<file path="config.mk">
export PLATFORM = sky130hd
export DESIGN_NAME = mux_skid_stage_flat
export DESIGN_NICKNAME = d
export VERILOG_FILES = /design/src/rtl/mux_skid_stage_if.sv /design/src/rtl/mux_skid_stage.sv /design/src/flat_wrapper.sv
export SDC_FILE = /design/constraint.sdc
export NUM_CORES = 1
export LEC_CHECK = 0
export CAP_MARGIN = 5
export CORE_UTILIZATION = 39
export DETAILED_ROUTE_END_ITERATION = 7
export GPL_TIMING_DRIVEN = 0
export PLACE_DENSITY = 0.89
export SLEW_MARGIN = 20
export SYNTH_ARGS = -nofsm -noshare
export SYNTH_HDL_FRONTEND = slang
export SYNTH_SLANG_ARGS = --single-unit
</file>
<file path="constraint.sdc">
create_clock -name clk -period 1.3 [get_ports clk]
set_input_delay 0.13 -clock clk [delete_from_list [all_inputs] [get_ports clk]]
set_output_delay 0.13 -clock clk [all_outputs]
set_load 0.02 [all_outputs]
</file>
<file path="src/rtl/mux_skid_stage_if.sv">
// -----------------------------------------------------------------------------
// mux_skid_stage_if
// Bundles the input handshake (in_bus/sel/in_valid/in_ready) and the output
// handshake (out_data/out_valid/out_ready) of mux_skid_stage.
//
// Parameters: K  data width per channel
//             N  number of input channels
//             SW select width, ceil(log2(N))
//
// Modports:
//   slave  - the stage itself (consumes in_*, out_ready; produces the rest)
//   master - the environment around the stage (upstream and downstream)
// -----------------------------------------------------------------------------
interface mux_skid_stage_if #(
  parameter int K  = 32,
  parameter int N  = 4,
  parameter int SW = 2
);
  logic [N*K-1:0] in_bus;
  logic [SW-1:0]  sel;
  logic           in_valid;
  logic           in_ready;
  logic [K-1:0]   out_data;
  logic           out_valid;
  logic           out_ready;

  modport slave (
    input  in_bus, sel, in_valid, out_ready,
    output in_ready, out_data, out_valid
  );

  modport master (
    output in_bus, sel, in_valid, out_ready,
    input  in_ready, out_data, out_valid
  );
endinterface

</file>
<file path="src/rtl/mux_skid_stage.sv">
// -----------------------------------------------------------------------------
// mux_skid_stage
// N-to-1 channel select followed by a two-entry skid buffer (OUT + SKID).
//
// Handshake: a transfer happens on a rising edge where valid and ready are
// both 1 on the same side. in_ready and out_valid come straight from flops,
// so neither depends combinationally on out_ready or in_valid.
//
// Ports:
//   clk        sole clock, rising edge
//   rst        synchronous active-high reset (priority over flush)
//   flush      synchronous kill: empties the stage, drops any offered input
//   bus        mux_skid_stage_if.slave (in_bus, sel, in_valid, in_ready,
//              out_data, out_valid, out_ready)
//   state_dbg  current FSM state (0 EMPTY, 1 ONE, 2 TWO)
//
// N must be 2..8 and SW must equal ceil(log2(N)). A sel value >= N selects
// channel 0.
// -----------------------------------------------------------------------------
module mux_skid_stage #(
  parameter int K  = 32,
  parameter int N  = 4,
  parameter int SW = 2
) (
  input  logic                clk,
  input  logic                rst,
  input  logic                flush,
  mux_skid_stage_if.slave     bus,
  output logic [1:0]          state_dbg
);

  typedef enum logic [1:0] {
    ST_EMPTY = 2'd0,
    ST_ONE   = 2'd1,
    ST_TWO   = 2'd2
  } state_e;

  state_e       state_q, state_d;
  logic [K-1:0] out_q, out_d;
  logic [K-1:0] skid_q, skid_d;
  logic         out_valid_q, out_valid_d;
  logic         in_ready_q, in_ready_d;

  logic [K-1:0] sel_word;
  logic         in_xfer;
  logic         out_xfer;

  // Channel 0 is the default so that out-of-range selects fall back to it.
  always_comb begin
    sel_word = bus.in_bus[K-1:0];
    for (int i = 1; i < N; i++) begin
      if (bus.sel == SW'(i)) begin
        sel_word = bus.in_bus[i*K +: K];
      end
    end
  end

  assign in_xfer  = bus.in_valid & in_ready_q;
  assign out_xfer = out_valid_q & bus.out_ready;

  always_comb begin
    state_d = state_q;
    out_d   = out_q;
    skid_d  = skid_q;

    if (flush) begin
      // Data registers are left alone; they are don't-care while empty.
      state_d = ST_EMPTY;
    end else begin
      case (state_q)
        ST_EMPTY: begin
          if (in_xfer) begin
            state_d = ST_ONE;
            out_d   = sel_word;
          end
        end
        ST_ONE: begin
          if (in_xfer && out_xfer) begin
            out_d = sel_word;
          end else if (in_xfer) begin
            state_d = ST_TWO;
            skid_d  = sel_word;
          end else if (out_xfer) begin
            state_d = ST_EMPTY;
          end
        end
        ST_TWO: begin
          // in_ready is low here, so only the output side can move.
          if (out_xfer) begin
            state_d = ST_ONE;
            out_d   = skid_q;
          end
        end
        default: begin
          state_d = ST_EMPTY;
        end
      endcase
    end

    // Handshake flags are registered copies of the next-state decode.
    out_valid_d = (state_d != ST_EMPTY);
    in_ready_d  = (state_d != ST_TWO);
  end

  always_ff @(posedge clk) begin
    if (rst) begin
      state_q     <= ST_EMPTY;
      out_q       <= '0;
      skid_q      <= '0;
      out_valid_q <= 1'b0;
      in_ready_q  <= 1'b1;
    end else begin
      state_q     <= state_d;
      out_q       <= out_d;
      skid_q      <= skid_d;
      out_valid_q <= out_valid_d;
      in_ready_q  <= in_ready_d;
    end
  end

  assign bus.out_data  = out_q;
  assign bus.out_valid = out_valid_q;
  assign bus.in_ready  = in_ready_q;
  assign state_dbg     = state_q;

endmodule

</file>
<file path="src/flat_wrapper.sv">
// flat-port wrapper written by rule: the top's interface ports become plain ports
module mux_skid_stage_flat 
#(
  parameter int K  = 32,
  parameter int N  = 4,
  parameter int SW = 2
)
  (clk, rst, flush, state_dbg, bus_in_bus, bus_sel, bus_in_valid, bus_out_ready, bus_in_ready, bus_out_data, bus_out_valid);
  mux_skid_stage_if #(.K(K), .N(N), .SW(SW)) bus_i ();
  input  logic clk;
  input  logic rst;
  input  logic flush;
  output logic [1:0] state_dbg;
  input wire logic [$bits(bus_i.in_bus)-1:0] bus_in_bus;
  input wire logic [$bits(bus_i.sel)-1:0] bus_sel;
  input wire logic [$bits(bus_i.in_valid)-1:0] bus_in_valid;
  input wire logic [$bits(bus_i.out_ready)-1:0] bus_out_ready;
  output wire logic [$bits(bus_i.in_ready)-1:0] bus_in_ready;
  output wire logic [$bits(bus_i.out_data)-1:0] bus_out_data;
  output wire logic [$bits(bus_i.out_valid)-1:0] bus_out_valid;
  assign bus_i.in_bus = bus_in_bus;
  assign bus_i.sel = bus_sel;
  assign bus_i.in_valid = bus_in_valid;
  assign bus_i.out_ready = bus_out_ready;
  assign bus_in_ready = bus_i.in_ready;
  assign bus_out_data = bus_i.out_data;
  assign bus_out_valid = bus_i.out_valid;
  mux_skid_stage #(.K(K), .N(N), .SW(SW)) u_core (.clk(clk), .rst(rst), .flush(flush), .bus(bus_i), .state_dbg(state_dbg));
endmodule
</file>
Word-level counts from Yosys, hierarchy flattened --
Index checks and enable logic that the tools add are counted.
Storage, ports and cells: input bits 135, word-level logic and storage cells 38, bits in registers 68, output and inout port bits 36
Cells by class: bitwise gates (word level) 4, equal/unequal tests 9, reduce and logical (&&, ||, !) cells 6, mux-type cells 14
Operators with widths (number):
- two-way mux 32 bit | 6
- one-hot mux 32 bit (3 select lines) | 1
- two-way mux 2 bit | 6
- equality test 2 bit (second input constant) | 3
- != test 2 x 1 -> 1 bit (second input constant) | 3
- one-hot mux 2 bit (3 select lines) | 1
- AND reduction 5 bit | 1
- equality test 2 x 1 -> 1 bit (second input constant) | 2
- AND reduction 4 bit | 1
- nonzero test 3 bit | 1
- bitwise AND 1 bit | 2
- zero test 2 bit | 1
- != test 2 bit (second input constant) | 1
- inverter 1 bit | 2
- nonzero test 2 bit | 1
- logical AND 1 bit | 1

Depth between registers and ports, before layout --
Gate-level depths: netlist (run 1).
word-level depth 7, depth in mapped cells 7, depth with buffers taken out 4

Least setup slack after synthesis (run 1) --
OpenSTA, ideal clock, no wires.
kind flip-flop to flip-flop, from register u_core.state_q[0], in the netlist u_core.state_dbg[0], to register u_core.skid_q[0], setup time 0.132 ns, setup slack -0.259 ns, cell stages (with the launch flop) 7, period minus slack after synthesis 1.559 ns, required time 1.168 ns, path buffers 2, arrival time 1.426 ns, cells stage by stage dfxtp_1 -> a21bo_2 -> or3_1 -> buf_2 -> buf_6 -> nand2_1 -> a21oi_1
Between the ends: longest elaborated chain between the ends 2
Ends and longest elaborated chain:
- start: declaration | line mux_skid_stage.sv:38 | state_e state_q, state_d;
- start signal: assignment | line mux_skid_stage.sv:113 | state_q <= state_d;
- equality test 2 x 1 -> 1 bit | line mux_skid_stage.sv:70 | case (state_q)
- AND reduction 4 bit (no line)
- end signal: assignment | line mux_skid_stage.sv:115 | skid_q <= skid_d;
- end: declaration | line mux_skid_stage.sv:40 | logic [K-1:0] skid_q, skid_d;
No other way between the ends. A chain may end at the register's enable or synchronous reset.

Worst setup path after layout (run 1) --
from register u_core.state_q[0], in the netlist u_core.state_dbg[0], to register u_core.skid_q[31]
Same word-level chain as after synthesis.

==> flow_summary.ini, run 1 <==
[sta]
setup_ws_ns = -0.2464
fin_skew_ns = 0.01146
worstMarginPinSlew_ns = 0.6971
fin_crit_sh = 1.190
final-max-slew-violation-count = 0
final_hold_viol_count = 0
setup_tns_ns = -13.39
finalSetupViolCount = 66
rsz0062_at_grt = yes
relSlewSlack = 0.5353
fmaxAchievable_mhz = 646.6
layout_min_cycle_time_ns = 1.546

[routing]
avgRoutedWirePerCell_um = 19.22
via_count = 4482
routed_wirelength_um = 15280
first_pass_iters = 5
drt_iter0_drc = 314
drc = 0
via_per_inst = 5.638
antenna_left = 0

[logic_synthesis]
synth_top_cell_area_share = 0.3379
ys_ff_latch = 68
avgSynthCellArea_um2 = 8.739
syn_area_um2 = 4029
synth_nets = 596
synthCells = 461
yosys.cell_types.count = 33
yosysTopAreaCell = dfxtp_1
synth_area_leaders = dfxtp_1 (34%), mux2i_1 (8.0%), a22o_1 (6.7%), mux2_2 (6.7%), nand2_1 (6.2%)
seq_area_frac_synth = 0.3379
yosysWarnings = 0

[clock_tree]
cts_sinks = 68
clk_latency_ns = 0.35
h-tree-depth = 3
clk_pin_slew_worst_paths_ns = 0.08
cts_tree = yes
cts_root_buf = clkbuf_8
cts_hold_buf = 0
numCtsBuffers = 9
cts_max_path_buffers = 2

[pwr]
pwr_density_cell_nw_per_um2 = 851.8
peakVddDrop_mv = 0.6069
p_leak_nw = 2.748
p_total_w = 0.005800

[global_routing]
grt_pass1_vias = 4686
grt_max_degree = 13
grt_usage = 0.2763
antenna_found_initial = 0
grt_overflow = 0
grt_pass1_wl_um = 23870

[cells_and_area]
drive_gt1_frac = 0.2870
areaGrowthSynthToFinish_pct = 69.01
multiInputGateArea_um2 = 2764
ff_latch_area_um2 = 1371
layout.nets = 792
insertedDiodeCount = 0
nFillCells = 744

[worst_setup_path]
cp-start-kind = flip-flop
crit_buf_inv = 1
cp_top_family = simple AND/OR/NAND/NOR gates
end_kind = flip-flop
path_cells = a21bo_4 -> or3_4 -> buf_8 -> nand2_4 -> a21oi_2
crit_path_max_fanout = 8
crit_arrival_ns = 1.74
cp.required_ns = 1.50
criticalPathCategory = flip-flop to flip-flop
slowest_stage = or3_4
cpPeakStageDelay_ns = 0.48

[worst_hold_path]
hold_path_class = primary input to flip-flop

[die]
fp.coreArea_um2 = 9910
die_h_um = 103.6
fp.dieW_um = 103.6
initial_core_util = 0.4066
die_area_um2 = 10740
ioPinCount = 171
rows = 36

[placed_design]
routabilityCongestion = 0.8387
port_buffers = 167
dp_hpwl_um = 10310

[flow_run]
maxCapViolations = 0

[run_status]
violations = negative setup slack
status = complete, but fails checks
[repair_timing]
item / CTS / global route
gates cloned: 3 / 4
pin swaps: 21 / 48
setup buffers: 11 / 3
resized for setup: 95 / 64
endpoints found under the setup margin: 102 / 66
[routing by layer]
| layer | share of wire | vias up | GRT usage |
|---|---|---|---|
| li1 | - | 2089 | - |
| met5 | 0 | - | 0 |
| met4 | 0.019 | 0 | 0.1004 |
| met2 | 0.49 | 220 | 0.4717 |
| met3 | 0.074 | 26 | 0.06482 |
| met1 | 0.41 | 2147 | 0.3371 |
[sequential cells by signal, summed over array words and instances, names as in the netlist]
| signal | flops |
|---|---|
| u_core.bus.in_ready | 1 |
| u_core.bus.out_data | 32 |
| u_core.bus.out_valid | 1 |
| u_core.skid_q | 32 |
| u_core.state_dbg | 2 |
[logic make-up after synthesis]
logic type	count (synthesis)	share of synthesized area
AOI/OAI and AO/OA	135	0.2578
and+or+nand+nor	144	0.1537
buffers and inverters	49	0.07888
muxes	65	0.1717
DFF	68	0.3379
[metrics by stage]
step | area [um2] | setup WS (ns) | hold WS [ns] | std cells | util
after floorplan | 4151 | -0.1221 | 0.3015 | 461 | -
after global placement | 5989 | -0.6111 | 0.4380 | 761 | 0.6044
after detailed placement | 5989 | -0.6887 | 0.4434 | 761 | 0.6044
after CTS | 6455 | -0.1910 | 0.2341 | 788 | 0.6514
after global routing | 6809 | -0.2964 | 0.2844 | 795 | 0.6871
final | 6809 | -0.2464 | 0.2547 | 795 | 0.6871
[layout by cell type (no fill, tap or decap), drive strengths merged, types with 2 or more instances in the layout]
cell and n:
clkdlybuf4s50 131, dfxtp 68, nand2 67, buf 50
nor2 36, dlygate4sd2 36, nor3 34, a21oi 34
mux2 33, mux2i 32, o211ai 32, a211oi 32
a22o 31, clkbuf 26, inv 4, o21a 3
nand3 2, bufinv 2
[synth_stat cells]
master,number
nand2b_1,1
a21o_1,1
o21a_1,3
clkbuf_1,11
buf_4,9
nor2b_1,1
and2_4,1
a22o_1,31
inv_2,1
a211oi_4,1
nor3_2,1
o211ai_1,32
nand2_1,67
a211oi_2,10
nor3_1,33
buf_6,10
buf_8,1
a21bo_2,1
mux2i_1,32
dfxtp_1,68
buf_1,5
buf_2,11
nor2_1,36
nand3b_4,1
a21oi_1,33
a211oi_1,21
inv_1,1
mux2_2,24
a21oi_2,1
a32o_1,1
mux2_1,9
or3_1,1
nand3_1,2
[final cells by class]
class                   count  area share
repair buffers            187      0.2756
multi-input cells         344      0.4059
flip-flops and latches     68      0.2014
clock buffers              11     0.01929
clock inverters             5     0.01231
plain buffers              45     0.05990
inverters                   2    0.001103
well taps                 133     0.02444
[power breakdown]
group	switching (W)	total (W)	internal (W)
combinational	0.000729	0.00160	0.000868
clock	0.000883	0.00198	0.00109
sequential	0.0000572	0.00223	0.00217
total	0.00167	0.00580	0.00413
[final timing paths]
| check | start | end | slack (ns) | cells past startpoint |
|---|---|---|---|---|
| max | u_core.state_dbg[0] | u_core.skid_q[31] | -0.25 | 5 |
| min | rst | u_core.skid_q[29] | 0.25 | 2 |
| max reg2reg | u_core.state_dbg[0] | u_core.skid_q[31] | -0.25 | 5 |
| min reg2reg | u_core.skid_q[25] | u_core.skid_q[25] | 0.46 | 2 |
Note: power is estimated with default switching activity, not from simulation.
==> run 2: changes to the inputs <==
- RECOVER_POWER: unset -> 100
==> run 2 against run 1 <==
Effect of this change:
- the run still ends with negative setup slack left
- highest routed layer unchanged
- clock skew up 0.0035 ns
- clock-buffer cell count unchanged
- largest cell class unchanged
- maximum frequency up 0.39%
- non-clock buffer count unchanged
- utilization about the same
- sequential power about the same
==> flow_summary.ini, run 2 (synthesized netlist as in run 1, its figures left out) <==
[sta]
fin_skew_ns = 0.01499
relSlewSlack = 0.5351
final-max-slew-violation-count = 0
fin_crit_sh = 1.185
fmaxAchievable_mhz = 649.2
worstMarginPinSlew_ns = 0.6973
finalSetupViolCount = 66
final_hold_viol_count = 0
setup_ws_ns = -0.2405
rsz0062_at_grt = yes
layout_min_cycle_time_ns = 1.540

[clock_tree]
cts_tree = yes
numCtsBuffers = 9
cts_root_buf = clkbuf_8
clk_pin_slew_worst_paths_ns = 0.09
clk_latency_ns = 0.35
h-tree-depth = 3
cts_hold_buf = 0
cts_sinks = 68
cts_max_path_buffers = 2

[cells_and_area]
final_area_um2 = 6807
insertedDiodeCount = 0
mostFrequentLayoutCell = clkdlybuf4s50_1
mostFrequentLayoutCells = clkdlybuf4s50_1 (131), dfxtp_1 (64), nand2_1 (39)
areaGrowthSynthToFinish_pct = 68.94
drive_gt1_frac = 0.2870
layout.nets = 792
final_core_util = 0.6869

[pwr]
pwr_density_cell_nw_per_um2 = 851.6
peakVddDrop_mv = 0.6044
p_leak_nw = 2.749

[worst_setup_path]
crit_arrival_ns = 1.73
cp.required_ns = 1.49
critPathLaunch = u_core.state_dbg[0]
crit_path_max_fanout = 8
cp-start-kind = flip-flop
criticalPathCategory = flip-flop to flip-flop
r2r_start = u_core.state_dbg[0]
end_kind = flip-flop

[die]
fp.dieW_um = 103.6
rows = 36
ioPinCount = 171
die_area_um2 = 10740
initial_core_util = 0.4066
die_h_um = 103.6
fp.coreArea_um2 = 9910

[routing]
antenna_left = 0
first_pass_iters = 4
drt_iter0_drc = 308
via_count = 4483
via_per_inst = 5.639
routed_wirelength_um = 15270
drc = 0
avgRoutedWirePerCell_um = 19.20

[worst_hold_path]
hold_path_class = primary input to flip-flop
min_from = rst

[global_routing]
grt_pass1_wl_um = 23870
grt_overflow = 0
grt_usage = 0.2763
grt_pass1_vias = 4686
grt_max_degree = 13
antenna_found_initial = 0

[placed_design]
dp_hpwl_um = 10310
placed_cell_area_um2 = 5989
port_buffers = 167
routabilityCongestion = 0.8387

[run_status]
status = complete, but fails checks
violations = negative setup slack

[flow_run]
maxCapViolations = 0
run 2: cell count changes in the layout (fill, tap and decap cells not counted):
cell      before  now
buf_4         13   11
clkbuf_4       0    1
buf_2          2    3
run 2: path summary, 6_finish.rpt:
| kind | to | slack, ns | cells past startpoint |
|---|---|---|---|
| setup / recovery | u_core.skid_q[31] | -0.24 | 5 |
| hold / removal | u_core.skid_q[30] | 0.25 | 2 |
| hold reg to reg | u_core.skid_q[25] | 0.46 | 2 |
| setup reg to reg | u_core.skid_q[31] | -0.24 | 5 |
run 2: where the power goes:
part           internal [W]  switching (W)  leakage (nW)
Combinational      0.000868       0.000730          2.09
Sequential          0.00217      0.0000577         0.554
Clock               0.00109       0.000878         0.108
Total               0.00413        0.00167          2.75
run 2: area by class of cell:
class	instances	area, um2
clock inverter	5	83.83
sequential	68	1371
tap	133	166.4
buffer	45	405.4
timing repair buffer	187	1877
clock buffer	11	131.4
inverter	2	7.507
fill	744	3103
multi-input combinational	344	2764
run 2: repair_timing:
action,4_1_cts,5_1_grt
pin swaps,21,48
gates resized for setup,95,64
cloned,3,4
setup endpoints to repair,102,66
buffers inserted,11,3
run 2: worst max-delay path, cell delays in order, from the launching register on:
cell,delay (ns)
dfxtp_4,0.37
a21bo_4,0.24
or3_4,0.48
buf_8,0.19
nand2_4,0.06
a21oi_2,0.06
run 2: stage by stage:
stage	power (W)	std cells	setup TNS [ns]	setup slack, ns	hold slack, ns
finish	0.005796	795	-13.22	-0.2405	0.2537
global route	0.005987	795	-17.07	-0.2964	0.2844
CTS	0.005693	788	-10.42	-0.1910	0.2341
detailed placement	0.003743	761	-37.48	-0.6887	0.4434
global placement	0.003709	761	-33.47	-0.6111	0.4380
floorplan	0.003017	461	-5.800	-0.1221	0.3015
run 2: routing by layer:
metal	routed length, um	global-route usage	part of all wire
met1	6185	0.3371	0.41
met3	1177	0.06482	0.077
met5	0	0	0
met2	7618	0.4717	0.50
met4	285	0.1004	0.019
==> run 3: changes to the inputs <==
- CTS_CLUSTER_SIZE: unset -> 10
==> results of run 3 <==
No change in the layout: final DEF, timing and power equal those of run 2.
